==> src/rtl/duty_button_conditioner.sv <==
`default_nettype none
// ============================================================================
// Module   : duty_button_conditioner
// Purpose  : Front end for the PWM duty-step inputs. Each raw push-button
//            level (increase / decrease) is synchronised, debounced and
//            turned into a single-cycle step pulse. Simultaneous requests
//            from both channels cancel each other, so the PWM stage never
//            sees both steps in the same cycle.
// Option   : DUTY_AUTO_REPEAT_EN - when defined, a held button issues
//            repeat requests after REPEAT_DELAY cycles, then one every
//            REPEAT_PERIOD cycles.
// Revision : 1.0 - initial release
// ============================================================================
module duty_button_conditioner #(
    parameter int DEBOUNCE_CYCLES = 1000000,
    parameter int CNT_W           = 20,
    parameter int REPEAT_DELAY    = 50000000,
    parameter int REPEAT_PERIOD   = 20000000
) (
    input  logic clk,
    input  logic rst,
    input  logic btn_inc_raw,
    input  logic btn_dec_raw,
    output logic inc_pulse,
    output logic dec_pulse,
    output logic inc_level,
    output logic dec_level
);

    typedef enum logic [1:0] {
        S_IDLE        = 2'd0,
        S_DEB_PRESS   = 2'd1,
        S_PRESSED     = 2'd2,
        S_DEB_RELEASE = 2'd3
    } state_t;

    localparam logic [CNT_W-1:0] c_deb_last = CNT_W'(DEBOUNCE_CYCLES - 1);
    localparam logic [CNT_W-1:0] c_cnt_one  = CNT_W'(1);
    localparam bit               c_deb_one  = (DEBOUNCE_CYCLES == 1);

    // Elaboration-time parameter sanity checks
    if (DEBOUNCE_CYCLES < 1) begin : g_chk_deb
        $error("DEBOUNCE_CYCLES must be at least 1");
    end
    if ((64'd1 << CNT_W) <= 64'(DEBOUNCE_CYCLES)) begin : g_chk_cnt_w
        $error("CNT_W too narrow for DEBOUNCE_CYCLES");
    end
    if ((REPEAT_DELAY < 1) || (REPEAT_PERIOD < 1)) begin : g_chk_rep
        $error("REPEAT_DELAY and REPEAT_PERIOD must be positive");
    end
`ifdef DUTY_AUTO_REPEAT_EN
    if (((64'd1 << CNT_W) <= 64'(REPEAT_DELAY)) ||
        ((64'd1 << CNT_W) <= 64'(REPEAT_PERIOD))) begin : g_chk_rep_w
        $error("CNT_W too narrow for REPEAT_DELAY / REPEAT_PERIOD");
    end
`endif

    // Channel 0 = increase, channel 1 = decrease
    logic [1:0] w_raw;
    logic [1:0] w_req_q;
    logic [1:0] w_level_q;

    assign w_raw = {btn_dec_raw, btn_inc_raw};

    for (genvar gi = 0; gi < 2; gi++) begin : g_chan
        logic             r_sync1;
        logic             r_sync2;
        state_t           r_state;
        state_t           w_state_nxt;
        logic [CNT_W-1:0] r_cnt;
        logic [CNT_W-1:0] w_cnt_nxt;
        logic             w_qual_req;
        logic             w_rep_req;
        logic             w_fsm_level;
        logic             r_req;
        logic             r_req_q;
        logic             r_level_q;

        // Two-flop synchroniser on the asynchronous button level
        always_ff @(posedge clk or posedge rst) begin
            if (rst) begin
                r_sync1 <= 1'b0;
                r_sync2 <= 1'b0;
            end else begin
                r_sync1 <= w_raw[gi];
                r_sync2 <= r_sync1;
            end
        end

        // Debounce FSM state and stability counter
        always_ff @(posedge clk or posedge rst) begin
            if (rst) begin
                r_state <= S_IDLE;
                r_cnt   <= '0;
            end else begin
                r_state <= w_state_nxt;
                r_cnt   <= w_cnt_nxt;
            end
        end

        // Debounce next-state: a level change is accepted only after
        // DEBOUNCE_CYCLES consecutive identical synchronised samples
        always_comb begin
            w_state_nxt = r_state;
            w_cnt_nxt   = r_cnt;
            w_qual_req  = 1'b0;
            unique case (r_state)
                S_IDLE: begin
                    if (r_sync2) begin
                        if (c_deb_one) begin
                            w_state_nxt = S_PRESSED;
                            w_cnt_nxt   = '0;
                            w_qual_req  = 1'b1;
                        end else begin
                            w_state_nxt = S_DEB_PRESS;
                            w_cnt_nxt   = c_cnt_one;
                        end
                    end
                end
                S_DEB_PRESS: begin
                    if (!r_sync2) begin
                        w_state_nxt = S_IDLE;
                        w_cnt_nxt   = '0;
                    end else if (r_cnt == c_deb_last) begin
                        w_state_nxt = S_PRESSED;
                        w_cnt_nxt   = '0;
                        w_qual_req  = 1'b1;
                    end else if (r_cnt != '1) begin
                        w_cnt_nxt   = r_cnt + c_cnt_one;
                    end
                end
                S_PRESSED: begin
                    if (!r_sync2) begin
                        if (c_deb_one) begin
                            w_state_nxt = S_IDLE;
                            w_cnt_nxt   = '0;
                        end else begin
                            w_state_nxt = S_DEB_RELEASE;
                            w_cnt_nxt   = c_cnt_one;
                        end
                    end
                end
                S_DEB_RELEASE: begin
                    if (r_sync2) begin
                        w_state_nxt = S_PRESSED;
                        w_cnt_nxt   = '0;
                    end else if (r_cnt == c_deb_last) begin
                        w_state_nxt = S_IDLE;
                        w_cnt_nxt   = '0;
                    end else if (r_cnt != '1) begin
                        w_cnt_nxt   = r_cnt + c_cnt_one;
                    end
                end
                default: begin
                    w_state_nxt = S_IDLE;
                    w_cnt_nxt   = '0;
                end
            endcase
        end

        assign w_fsm_level = (r_state == S_PRESSED) || (r_state == S_DEB_RELEASE);

`ifdef DUTY_AUTO_REPEAT_EN
        localparam logic [CNT_W-1:0] c_rep_delay  = CNT_W'(REPEAT_DELAY);
        localparam logic [CNT_W-1:0] c_rep_period = CNT_W'(REPEAT_PERIOD);

        logic [CNT_W-1:0] r_hold;
        logic             r_rep_phase;
        logic             w_stay_pressed;
        logic             w_enter_pressed;
        logic [CNT_W-1:0] w_hold_target;

        assign w_stay_pressed  = (r_state == S_PRESSED) && r_sync2;
        assign w_enter_pressed = (r_state != S_PRESSED) && (w_state_nxt == S_PRESSED);
        assign w_hold_target   = r_rep_phase ? c_rep_period : c_rep_delay;
        assign w_rep_req       = w_stay_pressed && (r_hold == w_hold_target);

        // Hold timer: first wait is REPEAT_DELAY, later waits REPEAT_PERIOD;
        // restarts on every entry to PRESSED and clears when leaving it
        always_ff @(posedge clk or posedge rst) begin
            if (rst) begin
                r_hold      <= '0;
                r_rep_phase <= 1'b0;
            end else if (w_enter_pressed) begin
                r_hold      <= c_cnt_one;
                r_rep_phase <= 1'b0;
            end else if (w_stay_pressed) begin
                if (w_rep_req) begin
                    r_hold      <= c_cnt_one;
                    r_rep_phase <= 1'b1;
                end else if (r_hold != '1) begin
                    r_hold      <= r_hold + c_cnt_one;
                end
            end else begin
                r_hold      <= '0;
                r_rep_phase <= 1'b0;
            end
        end
`else
        assign w_rep_req = 1'b0;
`endif

        // Request register plus one retiming stage ahead of arbitration;
        // level travels alongside so it changes with the step pulse
        always_ff @(posedge clk or posedge rst) begin
            if (rst) begin
                r_req     <= 1'b0;
                r_req_q   <= 1'b0;
                r_level_q <= 1'b0;
            end else begin
                r_req     <= w_qual_req | w_rep_req;
                r_req_q   <= r_req;
                r_level_q <= w_fsm_level;
            end
        end

        assign w_req_q[gi]   = r_req_q;
        assign w_level_q[gi] = r_level_q;
    end

    // Registered arbitration: coincident requests are both dropped
    always_ff @(posedge clk or posedge rst) begin
        if (rst) begin
            inc_pulse <= 1'b0;
            dec_pulse <= 1'b0;
            inc_level <= 1'b0;
            dec_level <= 1'b0;
        end else begin
            inc_pulse <= w_req_q[0] & ~w_req_q[1];
            dec_pulse <= w_req_q[1] & ~w_req_q[0];
            inc_level <= w_level_q[0];
            dec_level <= w_level_q[1];
        end
    end

endmodule
`default_nettype wire

==> config.mk <==
export PLATFORM = sky130hd
export DESIGN_NAME = duty_button_conditioner
export DESIGN_NICKNAME = d
export VERILOG_FILES = /design/src/rtl/duty_button_conditioner.sv
export SDC_FILE = /design/constraint.sdc
export NUM_CORES = 1
export LEC_CHECK = 0
export CAP_MARGIN = 40
export CORE_MARGIN = 1.5
export CORE_UTILIZATION = 65
export CTS_CLUSTER_DIAMETER = 30
export DETAILED_ROUTE_END_ITERATION = 8
export PLACE_DENSITY = 0.91
export SKIP_LAST_GASP = 1
export SYNTH_ARGS = -nofsm -noshare
export SYNTH_HDL_FRONTEND = slang
export SYNTH_SLANG_ARGS = --single-unit
==> constraint.sdc <==
create_clock -name clk -period 6.31 [get_ports clk]
set_clock_uncertainty 0.15 [all_clocks]
set_input_delay 1.262 -clock clk [delete_from_list [all_inputs] [get_ports clk]]
set_output_delay 1.262 -clock clk [all_outputs]
set_load 0.02 [all_outputs]
# --- Word-level counts from Yosys, hierarchy flattened ---
# Index checks and enable logic that the tools add are counted.
totals:
  ff_bits: 58
  wordCells: 84
  output_inout_bits: 4
  in_bits: 4
classes:
  n_reduce_logical: 8
  addsub: 2
  bitwise_logic: 4
  mux: 34
  eq_ne: 18
ops:
  columns: ["op", "n"]
  rows:
  - ["20-bit 2-to-1 mux", 12]
  - ["20-bit case mux with 4 select lines", 2]
  - ["20-bit by 1-bit adder with 20-bit output (second input constant)", 2]
  - ["20-bit == test (second input constant)", 2]
  - ["20-bit inequality test (second input constant)", 2]
  - ["2-bit 2-to-1 mux", 12]
  - ["2-bit case mux with 4 select lines", 2]
  - ["3-bit inequality test (second input constant)", 4]
  - ["2-bit == test (second input constant)", 4]
  - ["2-bit inequality test (second input constant)", 4]
  - ["4-bit AND reduction", 2]
  - ["1-bit 2-to-1 mux", 6]
  - ["2-bit by 1-bit == test with 1-bit output (second input constant)", 2]
  - ["2-bit logical NOT", 2]
  - ["2-bit AND reduction", 2]
  - ["1-bit bitwise AND", 2]
  - ["1-bit logical OR", 2]
  - ["1-bit inverter", 2]

# --- Depth between registers and ports, before layout ---
depth:
  word_depth: 5
  ltp_mapped: 7
  mapped_depth_nobuf: 6

# --- Worst setup path before layout ---
# No wires, ideal clock.
synth_timing:
  path_type: "register to register"
  from: "register g_chan[1].r_cnt[7]"
  to: "register g_chan[1].r_cnt[1]"
  slack_ps: 4273
  required_time_ps: 6038
  arrival_time_ps: 1766
  path_buffers: 1
  synth_period_minus_slack_ps: 2037
  setup_time_ps: 122
  stages_incl_launch_ff: 7
  path_cell_list: "dfrtp_1 > or4_1 > nor4_4 > a21o_1 > buf_4 > o21ai_0 > a32o_1"
synth_via:
  elab_chain_cells: 5
  word_cells_on_any_way: 7
  cone_classes: "eq/ne (2); mux (5)"
synth_lines:
  columns: ["item", "line", "source"]
  rows:
  - ["start: declaration", "70", "logic [CNT_W-1:0] r_cnt;"]
  - ["start signal: assignment", "97", "r_cnt <= w_cnt_nxt;"]
  - ["20-bit inequality test", "128, 150", null]
  - ["20-bit 2-to-1 mux", null, null]
  - ["20-bit 2-to-1 mux *", "147", "end else if (r_cnt == c_deb_last) begin"]
  - ["20-bit 2-to-1 mux, on equally long branches", "144, 121", null]
  - ["20-bit case mux with 4 select lines *", "107", "unique case (r_state)"]
# Mark *: on every way between the ends. The rest lies on a longest branch, timed or not.
# A chain may end at the register's enable or synchronous reset.

# --- Final worst setup path ---
layout_timing:
  from: "register dec_level"
  to: "output dec_level"
layout_lines:
  columns: ["item", "line", "source"]
  rows:
  - ["start: declaration", "27", "output logic dec_level"]
  - ["start signal: assignment", "232", "dec_level <= w_level_q[1];"]
# No word-level cell between the ends.

==> impl_metrics.tcl <==
set metrics [dict create \
    grt_max_degree 59 \
    vias_per_cell 7.14 \
    routed_wl_um 7190 \
    timing.final.crit_share_pct 42.6 \
    peakVddDrop_mv 0.202 \
    pin_count 8 \
    synthMostInstantiatedCell "dfrtp_1" \
    hold_violations 0 \
    seq_area_frac_synth_pct 46.6 \
    synthesis.nets 334 \
    grt_pass1_wl_um 12500 \
    nNetsFinal 337 \
    gr-max-usage-layer "met2" \
    use_met2_pct 55.7 \
    synth_edf_count 0 \
    path_delay_family "buffers and inverters" \
    layout.cells.non_filler 390 \
    synth.distinct_cells 57 \
    cts_made_buffers 9 \
    synth_flop_cell "dfrtp_1" \
    critPathCaptureType "output port" \
    synth-seq-cells 58 \
    drt-initial-drc-count 283 \
    core-area_sq_um 4660 \
    cts_sinks 58 \
    min_period_ps 2690 \
    timing.critical_path.buf_inv 1 \
    path_class "flip-flop to output port" \
    first_global_vias 2784 \
    nFillCells 322 \
    syn_area_sq_um 3120 \
    power.density_nw_per_um2 282 \
    status "finished clean" \
    max_freq_mhz 372 \
    die_area_sq_um 5220 \
    cts-resized-gates 0 \
    required_ps 4900 \
    start_util_pct 66.8 \
    wire_per_inst_um 18.4 \
    antenna_cells 0 \
    antenna_found_initial 0 \
    drive_above_1_share_pct 11.6 \
    ys_top_cells_by_count "dfrtp_1, nand2_1, a21oi_1" \
    slowest_stage "clkdlybuf4s50_1" \
    use_met3_pct 7.08 \
    slowest_delay_ps 600 \
    drt_first_pass_iters 6 \
    power_leakage_nw 1.38 \
    slew_headroom_pct 44.4 \
    worst_setup_path_start_kind "flip-flop" \
    cts_root_buf "clkbuf_8" \
    grt-ovfl-total 0 \
    place_congestion 0.963 \
    postSynth.asyncResetShare_pct 100 \
    crit_arrival_ps 1280 \
    synth_top_area_share_pct 46.6 \
    postSynthCellCount 328 \
    use_met1_pct 34.8 \
    clk_pin_slew_ps 70 \
    dp.cells 374 \
    post-cts-setup-buffers 0 \
    htree_num_levels 3 \
    multiInputGateArea_sq_um 1540 \
    hold_path.class "flip-flop to flip-flop" \
    worstPathCellList "clkdlybuf4s50_1" \
    synth_top_area_cell "dfrtp_1" \
    dp_hpwl_um 4700 \
    worstMarginPinSlew_ps 830 \
    ant_nets 0 \
    cap_violations 0 \
    cp_max_fo 1 \
    avgSynthCellArea_sq_um 9.50 \
    grt_use_total_pct 31.1 \
    drc_errors 0 \
    synth_area_leaders "dfrtp_1, a31oi_1, a21oi_1, nand2_1, o21ai_0" \
    postCtsHoldBufs 0 \
    core.rowCount 25 \
    die_x_um 72.2 \
    place_area_sq_um 3180 \
    setup_violations 0 \
    dr_total_vias 2786 \
    yosys_warnings 0 \
    clk_latency_ps 350 \
    area_growth_syn_to_layout_pct 8.51 \
    tns_ps 0 \
    final_area_sq_um 3380 \
    numPortBuffers 7 \
    tritoncts "yes" \
    die_h_um 72.2 \
    drv_slew 0 \
    rsz0062_at_grt "no" \
    clk_path_buf_depth 2 \
    regArea_sq_um 1450 \
]
-- through the flow --
step	hold slack, ps	util (%)	setup WS, ps	total power, mW
final	200	72.5	3620	0.954
after global routing	210	72.5	3580	1.00
after CTS	201	72.5	3610	0.954
after detailed placement	185	68.2	3840	0.603
after global placement	182	67.9	3860	0.590
after floorplan	181	-	3470	0.569
-- worst paths after layout --
| path | start | end | slack [ps] | depth (start not counted) |
|---|---|---|---|---|
| worst max-delay path | dec_level | dec_level | 3620 | 1 |
| worst min-delay path | g_chan[0].r_level_q | inc_level | 200 | 0 |
| worst min register to register | g_chan[0].r_level_q | inc_level | 200 | 0 |
| max in group asynchronous | rst | g_chan[0].r_cnt[1] | 4250 | 3 |
| worst max register to register | g_chan[0].r_cnt[0] | g_chan[0].r_cnt[14] | 3740 | 6 |
| min in group asynchronous | rst | g_chan[0].r_cnt[14] | 1270 | 3 |
-- flip-flops by register name, indices dropped and copies added (netlist names), named ones only --
register,count
g_chan.r_cnt,40
g_chan.r_state,2
g_chan.r_level_q,2
dec_pulse,1
g_chan.r_sync1,2
inc_level,1
inc_pulse,1
g_chan.r_req,2
g_chan.r_req_q,2
dec_level,1
g_chan.r_sync2,2
-- cells in the final DEF, fill, tap and decap left out, types with 3 or more instances in the layout --
cell             count
a21o_1              10
or2_2                4
nand4_1             11
a41oi_1              7
and3_1               8
a31oi_1             22
nor2_1              16
inv_1                6
and4_1               4
a32oi_1              3
or4_1                4
nand2_1             33
or3_1                4
a21oi_1             25
clkbuf_8            10
a31o_2               3
nand3_1             15
dfrtp_1             58
o211ai_1             7
nor3_1               6
clkdlybuf4s50_1      7
clkinvlp_4           3
o21ai_0             19
-- final cells by class --
cell class              instances  area share, %
multi-input cells             246           45.6
flip-flops and latches         58           42.9
clock buffers                  10           4.07
repair buffers                  9           2.63
well taps                      54           2.00
clock inverters                 6           1.96
inverters                       7          0.777
-- metal layers --
metal	part of all wire [%]	wire, um
met5	0	0
met4	3.5	252
met3	5.7	409
met2	50	3630
met1	40	2900
-- power breakdown --
group | leakage (nW) | internal (mW) | switching [mW]
combinational | 0.496 | 0.0594 | 0.114
sequential | 0.790 | 0.396 | 0.0325
clock | 0.0945 | 0.193 | 0.159
total | 1.38 | 0.648 | 0.305
-- cells by family (layout without fill, tap and decap cells) --
| logic type | Yosys count | in the layout | synth area share (%) |
|---|---|---|---|
| adders and majority gates | 2 | 2 | 0.803 |
| xor gates and xnor gates | 2 | 2 | 0.562 |
| DFF | 58 | 58 | 46.6 |
| muxes | 2 | 2 | 0.723 |
| AOI/OAI and AO/OA | 115 | 115 | 24.7 |
| and+or+nand+nor | 125 | 125 | 22.7 |
| buffers and inverters | 24 | 32 | 3.90 |
No activity file was read; power rests on OpenSTA's default activity.
